[src/rtl/replay_pkg.sv]
// Shared types and constants for the replay sequencer: FSM state encoding,
// exit-code width and the code reported when the watchdog ends a run.
package replay_pkg;

    localparam int EXITCODE_W = 32;
    localparam logic [EXITCODE_W-1:0] TIMEOUT_CODE = 32'hFFFF_FFFF;

    typedef enum logic [1:0] {
        RESET_HOLD = 2'd0,
        RUN        = 2'd1,
        DONE_PASS  = 2'd2,
        DONE_FAIL  = 2'd3
    } state_t;

endpackage

[src/rtl/replay_watchdog.sv]
// Idle watchdog: counts consecutive enabled cycles and fires on the LIMIT-th
// one. An asserted clear (accepted tick) always wins over firing.
module replay_watchdog #(
    parameter int LIMIT = 1000000
) (
    input  logic clk,
    input  logic srst,
    input  logic clear,
    input  logic count_en,
    output logic fire
);

    localparam int CNT_W = $clog2(LIMIT + 1);
    localparam logic [CNT_W-1:0] LAST = CNT_W'(LIMIT - 1);

    logic [CNT_W-1:0] r_idle;

    assign fire = count_en & ~clear & (r_idle == LAST);

    always_ff @(posedge clk) begin
        if (srst || clear) begin
            r_idle <= '0;
        end else if (count_en && !fire) begin
            r_idle <= r_idle + 1'b1;
        end
    end

endmodule

[src/rtl/replay_seq.sv]
// Replay sequencer: holds the replayed design in reset, then advances it one
// cycle per host tick until the host reports an exit code.
// Optional idle watchdog enabled by defining REPLAY_WATCHDOG_EN.
module replay_seq
    import replay_pkg::*;
#(
    parameter int RESET_CYCLES   = 5,
    parameter int CYCLE_W        = 64,
    parameter int TIMEOUT_CYCLES = 1000000
) (
    input  logic                  clock,
    input  logic                  reset,
    input  logic                  tick_valid,
    input  logic                  tick_exit,
    input  logic [EXITCODE_W-1:0] tick_exitcode,
    output logic                  tick_ready,
    output logic                  dut_reset,
    output logic                  run_en,
    output logic [CYCLE_W-1:0]    cycle_count,
    output logic                  done,
    output logic                  pass,
    output logic                  fail,
    output logic [EXITCODE_W-1:0] exitcode,
    output logic                  timeout
);

    localparam int HOLD_W = (RESET_CYCLES > 1) ? $clog2(RESET_CYCLES) : 1;
    localparam logic [HOLD_W-1:0] HOLD_LAST = HOLD_W'(RESET_CYCLES - 1);

    state_t                  r_state;
    state_t                  w_state_next;
    logic [HOLD_W-1:0]       r_hold_cnt;
    logic [CYCLE_W-1:0]      r_cycle_count;
    logic [EXITCODE_W-1:0]   r_exitcode;
    logic                    w_accept;
    logic                    w_exit;
    logic                    w_fire;

    assign w_accept = tick_valid & tick_ready;
    assign w_exit   = w_accept & tick_exit;
    assign run_en   = w_accept & ~tick_exit;

    always_ff @(posedge clock) begin
        if (reset) begin
            r_state <= RESET_HOLD;
        end else begin
            r_state <= w_state_next;
        end
    end

    always_comb begin
        w_state_next = r_state;
        case (r_state)
            RESET_HOLD: if (r_hold_cnt == HOLD_LAST) w_state_next = RUN;
            RUN: begin
                if (w_exit) begin
                    w_state_next = (tick_exitcode == '0) ? DONE_PASS : DONE_FAIL;
                end else if (w_fire) begin
                    w_state_next = DONE_FAIL;
                end
            end
            default: w_state_next = r_state;
        endcase
    end

    // tick_ready is masked by reset so a tick coinciding with reset never lands.
    always_comb begin
        tick_ready = 1'b0;
        dut_reset  = 1'b0;
        done       = 1'b0;
        pass       = 1'b0;
        fail       = 1'b0;
        case (r_state)
            RESET_HOLD: dut_reset  = 1'b1;
            RUN:        tick_ready = ~reset;
            DONE_PASS:  begin done = 1'b1; pass = 1'b1; end
            DONE_FAIL:  begin done = 1'b1; fail = 1'b1; end
            default:    dut_reset  = 1'b1;
        endcase
    end

    always_ff @(posedge clock) begin
        if (reset) begin
            r_hold_cnt    <= '0;
            r_cycle_count <= '0;
            r_exitcode    <= '0;
        end else begin
            if (r_state == RESET_HOLD && r_hold_cnt != HOLD_LAST) begin
                r_hold_cnt <= r_hold_cnt + 1'b1;
            end
            if (run_en && r_cycle_count != {CYCLE_W{1'b1}}) begin
                r_cycle_count <= r_cycle_count + 1'b1;
            end
            if (w_exit) begin
                r_exitcode <= tick_exitcode;
            end else if (w_fire) begin
                r_exitcode <= TIMEOUT_CODE;
            end
        end
    end

    assign cycle_count = r_cycle_count;
    assign exitcode    = r_exitcode;

`ifdef REPLAY_WATCHDOG_EN
    logic r_timeout;

    replay_watchdog #(
        .LIMIT (TIMEOUT_CYCLES)
    ) u_watchdog (
        .clk      (clock),
        .srst     (reset),
        .clear    (w_accept),
        .count_en (r_state == RUN),
        .fire     (w_fire)
    );

    always_ff @(posedge clock) begin
        if (reset) begin
            r_timeout <= 1'b0;
        end else if (w_fire) begin
            r_timeout <= 1'b1;
        end
    end

    assign timeout = r_timeout;
`else
    logic w_unused_cfg;

    assign w_unused_cfg = (TIMEOUT_CYCLES > 0);
    assign w_fire       = 1'b0;
    assign timeout      = 1'b0;
`endif

endmodule

[config.mk]
export PLATFORM = sky130hd
export DESIGN_NAME = replay_seq
export DESIGN_NICKNAME = d
export VERILOG_FILES = /design/src/rtl/replay_pkg.sv /design/src/rtl/replay_watchdog.sv /design/src/rtl/replay_seq.sv
export SDC_FILE = /design/constraint.sdc
export NUM_CORES = 1
export LEC_CHECK = 0
export CAP_MARGIN = 10
export CORE_MARGIN = 2
export CORE_UTILIZATION = 47
export DETAILED_ROUTE_END_ITERATION = 16
export HOLD_SLACK_MARGIN = 0.1
export PLACE_DENSITY = 0.8
export SLEW_MARGIN = 20
export SYNTH_ARGS = -nofsm -noshare
export SYNTH_HDL_FRONTEND = slang
export SYNTH_SLANG_ARGS = --single-unit
export TNS_END_PERCENT = 50
[constraint.sdc]
create_clock -name clock -period 2.55 [get_ports clock]
set_clock_uncertainty 0.05 [all_clocks]
set_input_delay 0.51 -clock clock [delete_from_list [all_inputs] [get_ports clock]]
set_output_delay 0.51 -clock clock [all_outputs]
set_load 0.03 [all_outputs]
==> results.py, run 1 <==
metrics = {
    "logic_synthesis": {
        "synth_top_cells_by_count": "dfxtp_1, nand2_1, nor2_1",
        "ys_ff_latch": 101,
        "synth-edff-count": 0,
        "ys_types": 41,
        "synth_ff_type": "dfxtp_1",
        "async_flop_share": 0,
        "yosysWarnings": 0,
        "ys_seq_area_frac": 0.430,
        "yosys.area.top_type_share": 0.430,
        "netlist_area_um2": 4700,
        "synthCells": 591,
        "synth_top_area_cell": "dfxtp_1",
        "synthTopCellsByArea": "dfxtp_1, nand2_1, xor2_1, nand4_1, a21oi_1",
        "yosysMostFrequentCell": "dfxtp_1",
        "synth_nets": 630,
        "synth.avg_cell_area_um2": 7.95,
    },
    "die": {
        "die-area_um2": 10800,
        "die_w_um": 104,
        "rows": 36,
        "die_y_um": 104,
        "ios": 139,
        "coreArea_um2": 9730,
        "initial_core_util": 0.483,
    },
    "status": {
        "status": "completed",
    },
    "clock_tree": {
        "post_cts_buffers": 0,
        "htreeDepth": 3,
        "cts.sinks": 101,
        "cts_tree": "yes",
        "numCtsBuffers": 9,
        "insertion_delay_ns": 0.38,
        "cts-root-buf": "clkbuf_8",
        "clk_pin_slew_ns": 0.09,
        "max-clock-path-buffers": 2,
    },
    "pwr": {
        "p_switching_mw": 0.733,
        "intPower_mw": 2.11,
        "swShare": 0.258,
        "ir_worst_vdd_mv": 0.234,
        "seqPwrFrac": 0.572,
        "clkPwrFrac": 0.343,
        "p_leak_nw": 2.20,
        "p_comb_frac": 0.085,
        "power_mw": 2.84,
        "cellPowerDensity_nw_per_um2": 429,
    },
    "sta": {
        "tightest_slew_ns": 0.802,
        "setup_ws_ns": 0.104,
        "setup-violations-final": 0,
        "fin_crit_ns": 2.45,
        "hold_viol": 0,
        "fmax_mhz": 409,
        "tns_ns": 0,
        "whs_ns": 0.319,
        "maxSlewHeadroom": 0.465,
        "finalCritPeriodShare": 0.959,
        "final-max-slew-violation-count": 0,
    },
    "route": {
        "dr.pass1.iters": 5,
        "vias": 4966,
        "ant_nets": 0,
        "wirelength_mm": 13.6,
        "avgRoutedWirePerCell_um": 15.4,
        "post-route-drc-count": 0,
        "viasPerCell": 5.59,
        "drtIter0Drc": 228,
    },
    "flow_run": {
        "cap_violations": 0,
    },
    "setup_path": {
        "crit_required_ns": 2.80,
        "worst-setup-path-type": "reg2reg",
        "crit_path_max_fanout": 5,
        "reg2reg_from": "cycle_count[0]",
        "rr_worst_depth": 8,
        "worstSetupEndpointType": "register",
        "r2r_slack_ns": 0.10,
        "cp.arrival_ns": 2.70,
        "cp-start-kind": "register",
        "worstReg2RegEnd": "cycle_count[62]",
    },
    "grt": {
        "grt_pass1_vias": 4807,
        "grt-ovfl-total": 0,
        "antenna_found_initial": 0,
        "grt_pass1_wl_mm": 22.5,
        "gr-usage-met2": 0.425,
        "grt_start_max_net_pins": 79,
        "grtUsageMet3": 0.0589,
        "met1_usage": 0.301,
        "busiest_layer": "met2",
        "grt_usage": 0.249,
    },
    "layout": {
        "nets": 789,
        "multiInputGateArea_um2": 2550,
        "insertedDiodeCount": 0,
        "utilization": 0.681,
        "fill_cells": 807,
        "stdcell_count": 888,
        "finalInstanceArea_um2": 6620,
        "final-seq-area_um2": 2020,
        "syn_to_final_growth_pct": 40.9,
        "drive_above_1_share": 0.0954,
    },
    "hold_path": {
        "hp-class": "in2reg",
        "hold_path_startpoint": "reset",
        "hold_depth": 2,
        "holdPathEnd": "r_state[1]",
    },
    "placement": {
        "gp_congestion": 0.951,
        "portBuffers": 137,
        "pre_cts_ws_ns": -0.0985,
        "placed_cell_area_um2": 6420,
        "dp_cells": 872,
        "hpwl_mm": 10.0,
    },
}
critical path, cell delays in order, from the launching register on:
cell and delay [ns]:
dfxtp_1 0.41, ha_1 0.23, nand4_1 0.19, nor4_2 0.33, buf_4 0.17, and3_1 0.20, nand2_1 0.13, or4_1 0.53
a21oi_1 0.15
how the worst max path moves through the flow:
stage              startpoint              end  slack [ns]  cells after the start
3_3_place_gp       tick_valid  cycle_count[37]       -0.04                      7
2_1_floorplan  cycle_count[0]  cycle_count[13]        0.02                      9
4_1_cts            tick_valid           run_en        0.09                      6
6_report       cycle_count[0]  cycle_count[62]        0.10                      8
3_5_place_dp       tick_valid  cycle_count[37]        -0.1                      7
5_1_grt        cycle_count[0]  cycle_count[62]       -0.06                      8
registers in the layout (all words and copies together), names as in the netlist:
signal,cells
cycle_count,64
exitcode,32
r_hold_cnt,3
r_state,2
cell families (layout without fill, tap and decap cells):
group                    Yosys count  after routing  share of synthesized area
XOR/XNOR                          42             42                     0.0783
AND/OR/NAND/NOR                  328            328                      0.361
multiplexers                       2              2                    0.00479
buffers and inverters             37            201                     0.0303
AO/OA/AOI/OAI                     77             77                     0.0865
other                              1              1                   0.000798
flip-flops                       101            101                      0.430
adder cells (fa/ha/maj)            3              3                    0.00799
power groups by stage:
stage | Clock (mW) | Combinational [mW] | Sequential [mW]
after floorplan | 0 | 0.122 | 1.67
after global placement | 0 | 0.231 | 1.66
after detailed placement | 0 | 0.241 | 1.66
after CTS | 0.994 | 0.242 | 1.62
after global routing | 1.04 | 0.267 | 1.63
final | 0.973 | 0.242 | 1.62
metal layers:
layer	share of wire	wire [um]
met4	0.022	299
met1	0.40	5510
met5	0	0
met3	0.077	1050
met2	0.50	6780
area by class of cell:
class / count / share of cell area
Inverter: 8 / 0.00454
Tap cell: 133 / 0.0251
Multi-Input combinational cell: 453 / 0.386
Timing Repair Buffer: 177 / 0.252
Clock buffer: 10 / 0.0208
Sequential cell: 101 / 0.305
Clock inverter: 6 / 0.00661
what timing repair did:
| action | 4_1_cts | 5_1_grt |
|---|---|---|
| resized for setup | 0 | 4 |
| hold buffers | 0 | 0 |
| endpoints found under the setup margin | 0 | 8 |
layout by cell type, fill, tap and decap left out, types with 13 or more instances in the layout:
| master | n |
|---|---|
| clkdlybuf4s50_1 | 135 |
| dfxtp_1 | 101 |
| nand2_1 | 90 |
| nor2_1 | 66 |
| a21oi_1 | 54 |
| nand4_1 | 46 |
| buf_4 | 40 |
| xor2_1 | 38 |
| nand3_1 | 33 |
| nor4_1 | 15 |
| o21ai_0 | 14 |
| or3_1 | 13 |
Power figures use the tool's default switching activity.
==> inputs of run 2 (changes only) <==
--- a/config.mk
+++ b/config.mk
@@ -8,9 +8,11 @@
 export CAP_MARGIN = 10
 export CORE_MARGIN = 2
 export CORE_UTILIZATION = 47
+export CTS_CLUSTER_DIAMETER = 150
 export DETAILED_ROUTE_END_ITERATION = 16
 export HOLD_SLACK_MARGIN = 0.1
 export PLACE_DENSITY = 0.8
+export SKIP_LAST_GASP = 1
 export SLEW_MARGIN = 20
 export SYNTH_ARGS = -nofsm -noshare
 export SYNTH_HDL_FRONTEND = slang
==> run 2 against run 1 <==
Effect of this change: global-route usage stayed put; worst setup slack better by 0.013 ns; design area hardly changed; die area stayed put; clock-buffer cell count stayed put; wire length is 0.74% lower; sequential share of layout area hardly changed; worst hold slack hardly changed; sequential power hardly changed; sequential cell count stayed put; maximum frequency is 0.55% higher; critical endpoint is now run_en.
==> results.py, run 2 (same netlist as run 1, synthesis figures left out) <==
metrics = {
    "placement": {
        "hpwl_mm": 10.0,
        "pre_cts_ws_ns": -0.0985,
        "placed_cell_area_um2": 6420,
        "gp_congestion": 0.951,
        "portBuffers": 137,
    },
    "route": {
        "dr.pass1.iters": 7,
        "post-route-drc-count": 0,
        "wirelength_mm": 13.5,
        "viasPerCell": 5.56,
        "vias": 4933,
        "top_layer_used": "met4",
        "wl_met3_um": 974,
        "drtIter0Drc": 218,
        "ant_nets": 0,
        "avgRoutedWirePerCell_um": 15.2,
        "wl_met1_mm": 5.54,
        "wl_met2_mm": 6.75,
    },
    "status": {
        "status": "completed",
    },
    "pwr": {
        "p_switching_mw": 0.733,
        "clkPwrFrac": 0.343,
        "cellPowerDensity_nw_per_um2": 429,
        "seqPwrFrac": 0.572,
        "power_mw": 2.84,
        "ir_worst_vdd_mv": 0.233,
        "p_comb_frac": 0.085,
        "p_leak_nw": 2.20,
        "intPower_mw": 2.11,
        "swShare": 0.258,
    },
    "layout": {
        "fill_cells": 807,
        "insertedDiodeCount": 0,
        "syn_to_final_growth_pct": 40.7,
        "nets": 789,
        "drive_above_1_share": 0.0940,
        "final-seq-area_um2": 2020,
        "multiInputGateArea_um2": 2550,
        "layout_common_cells": "clkdlybuf4s50_1, dfxtp_1, nand2_1",
        "finalInstanceArea_um2": 6620,
        "largest_reg_flops": 64,
        "layout_commonest_cell": "clkdlybuf4s50_1",
    },
    "setup_path": {
        "worstSetupEndpointType": "output port",
        "rr_worst_depth": 9,
        "worst-setup-path-type": "in2out",
        "reg2reg_from": "cycle_count[41]",
        "crit_path_max_fanout": 20,
        "worstReg2RegEnd": "cycle_count[63]",
        "cp.arrival_ns": 1.87,
        "r2r_slack_ns": 0.12,
        "crit_required_ns": 1.99,
        "cp-start-kind": "input port",
    },
    "sta": {
        "tightest_slew_ns": 0.793,
        "setup_ws_ns": 0.117,
        "rsz0062_at_grt": "true",
        "final-max-slew-violation-count": 0,
        "maxSlewHeadroom": 0.471,
        "fmax_mhz": 411,
        "hold_viol": 0,
        "finalCritPeriodShare": 0.954,
        "setup-violations-final": 0,
        "fin_crit_ns": 2.43,
        "whs_ns": 0.319,
    },
    "clock_tree": {
        "insertion_delay_ns": 0.38,
        "postCtsHoldBufs": 0,
        "clk_pin_slew_ns": 0.08,
        "cts.sinks": 101,
        "cts-root-buf": "clkbuf_8",
        "cts_tree": "yes",
        "htreeDepth": 3,
        "max-clock-path-buffers": 2,
        "numCtsBuffers": 9,
    },
    "die": {
        "ios": 139,
        "rows": 36,
        "initial_core_util": 0.483,
        "die_w_um": 104,
        "die_y_um": 104,
        "die-area_um2": 10800,
        "coreArea_um2": 9730,
    },
    "grt": {
        "grt_start_max_net_pins": 79,
        "antenna_found_initial": 0,
        "grt_pass1_vias": 4807,
        "grt_usage": 0.249,
        "grt-ovfl-total": 0,
        "grt_pass1_wl_mm": 22.5,
    },
    "hold_path": {
        "holdPathEnd": "r_state[1]",
        "hold_path_startpoint": "reset",
        "hold_depth": 2,
        "hp-class": "in2reg",
    },
    "flow_run": {
        "cap_violations": 0,
    },
}
[run 2: metrics by stage]
step | setup TNS [ns] | std cells | utilization
2_1_floorplan | 0 | 591 | -
3_3_place_gp | -0.0369 | 872 | 0.660
3_5_place_dp | -0.728 | 872 | 0.660
4_1_cts | 0 | 888 | 0.678
5_1_grt | -0.00867 | 888 | 0.680
6_report | 0 | 888 | 0.680
[run 2: repair_timing]
action,in CTS,in global routing
setup buffers,0,0
setup endpoints to repair,0,8
endpoints found under the hold margin,0,0
resized for setup,0,3
[run 2: routing by layer]
metal  global-route usage  vias to the layer above
li1                     -                     2410
met1                0.301                     2306
met4                0.105                        0
met2                0.425                      192
met5                    0                        -
met3               0.0589                       25
[run 2: worst max-delay path: stages]
cell and delay, ns:
clkdlybuf4s50_1 0.50, and4bb_2 0.27, nand2b_1 0.10, inv_1 0.10
buf_6 0.20, buf_4 0.19
[run 2: final cells by class]
type | instances | area share
sequential | 101 | 0.306
clock buffer | 10 | 0.0208
tap | 133 | 0.0252
multi-input combinational | 453 | 0.385
inverter | 8 | 0.00454
timing repair buffer | 177 | 0.252
clock inverter | 6 | 0.00662
[run 2: worst max-delay path by stage]
stage | from | endpoint | slack, ns | cells after the start
6_report | tick_valid | run_en | 0.12 | 6
5_1_grt | cycle_count[0] | cycle_count[62] | -0.009 | 8
4_1_cts | tick_valid | run_en | 0.09 | 6
3_5_place_dp | tick_valid | cycle_count[37] | -0.1 | 7
3_3_place_gp | tick_valid | cycle_count[37] | -0.04 | 7
2_1_floorplan | cycle_count[0] | cycle_count[13] | 0.02 | 9
[run 2: power groups by stage]
stage / sequential, mW / clock [mW] / combinational [mW]
6_report: 1.62 / 0.974 / 0.241
5_1_grt: 1.63 / 1.04 / 0.267
4_1_cts: 1.62 / 0.994 / 0.242
3_5_place_dp: 1.66 / 0 / 0.241
3_3_place_gp: 1.66 / 0 / 0.231
2_1_floorplan: 1.67 / 0 / 0.122
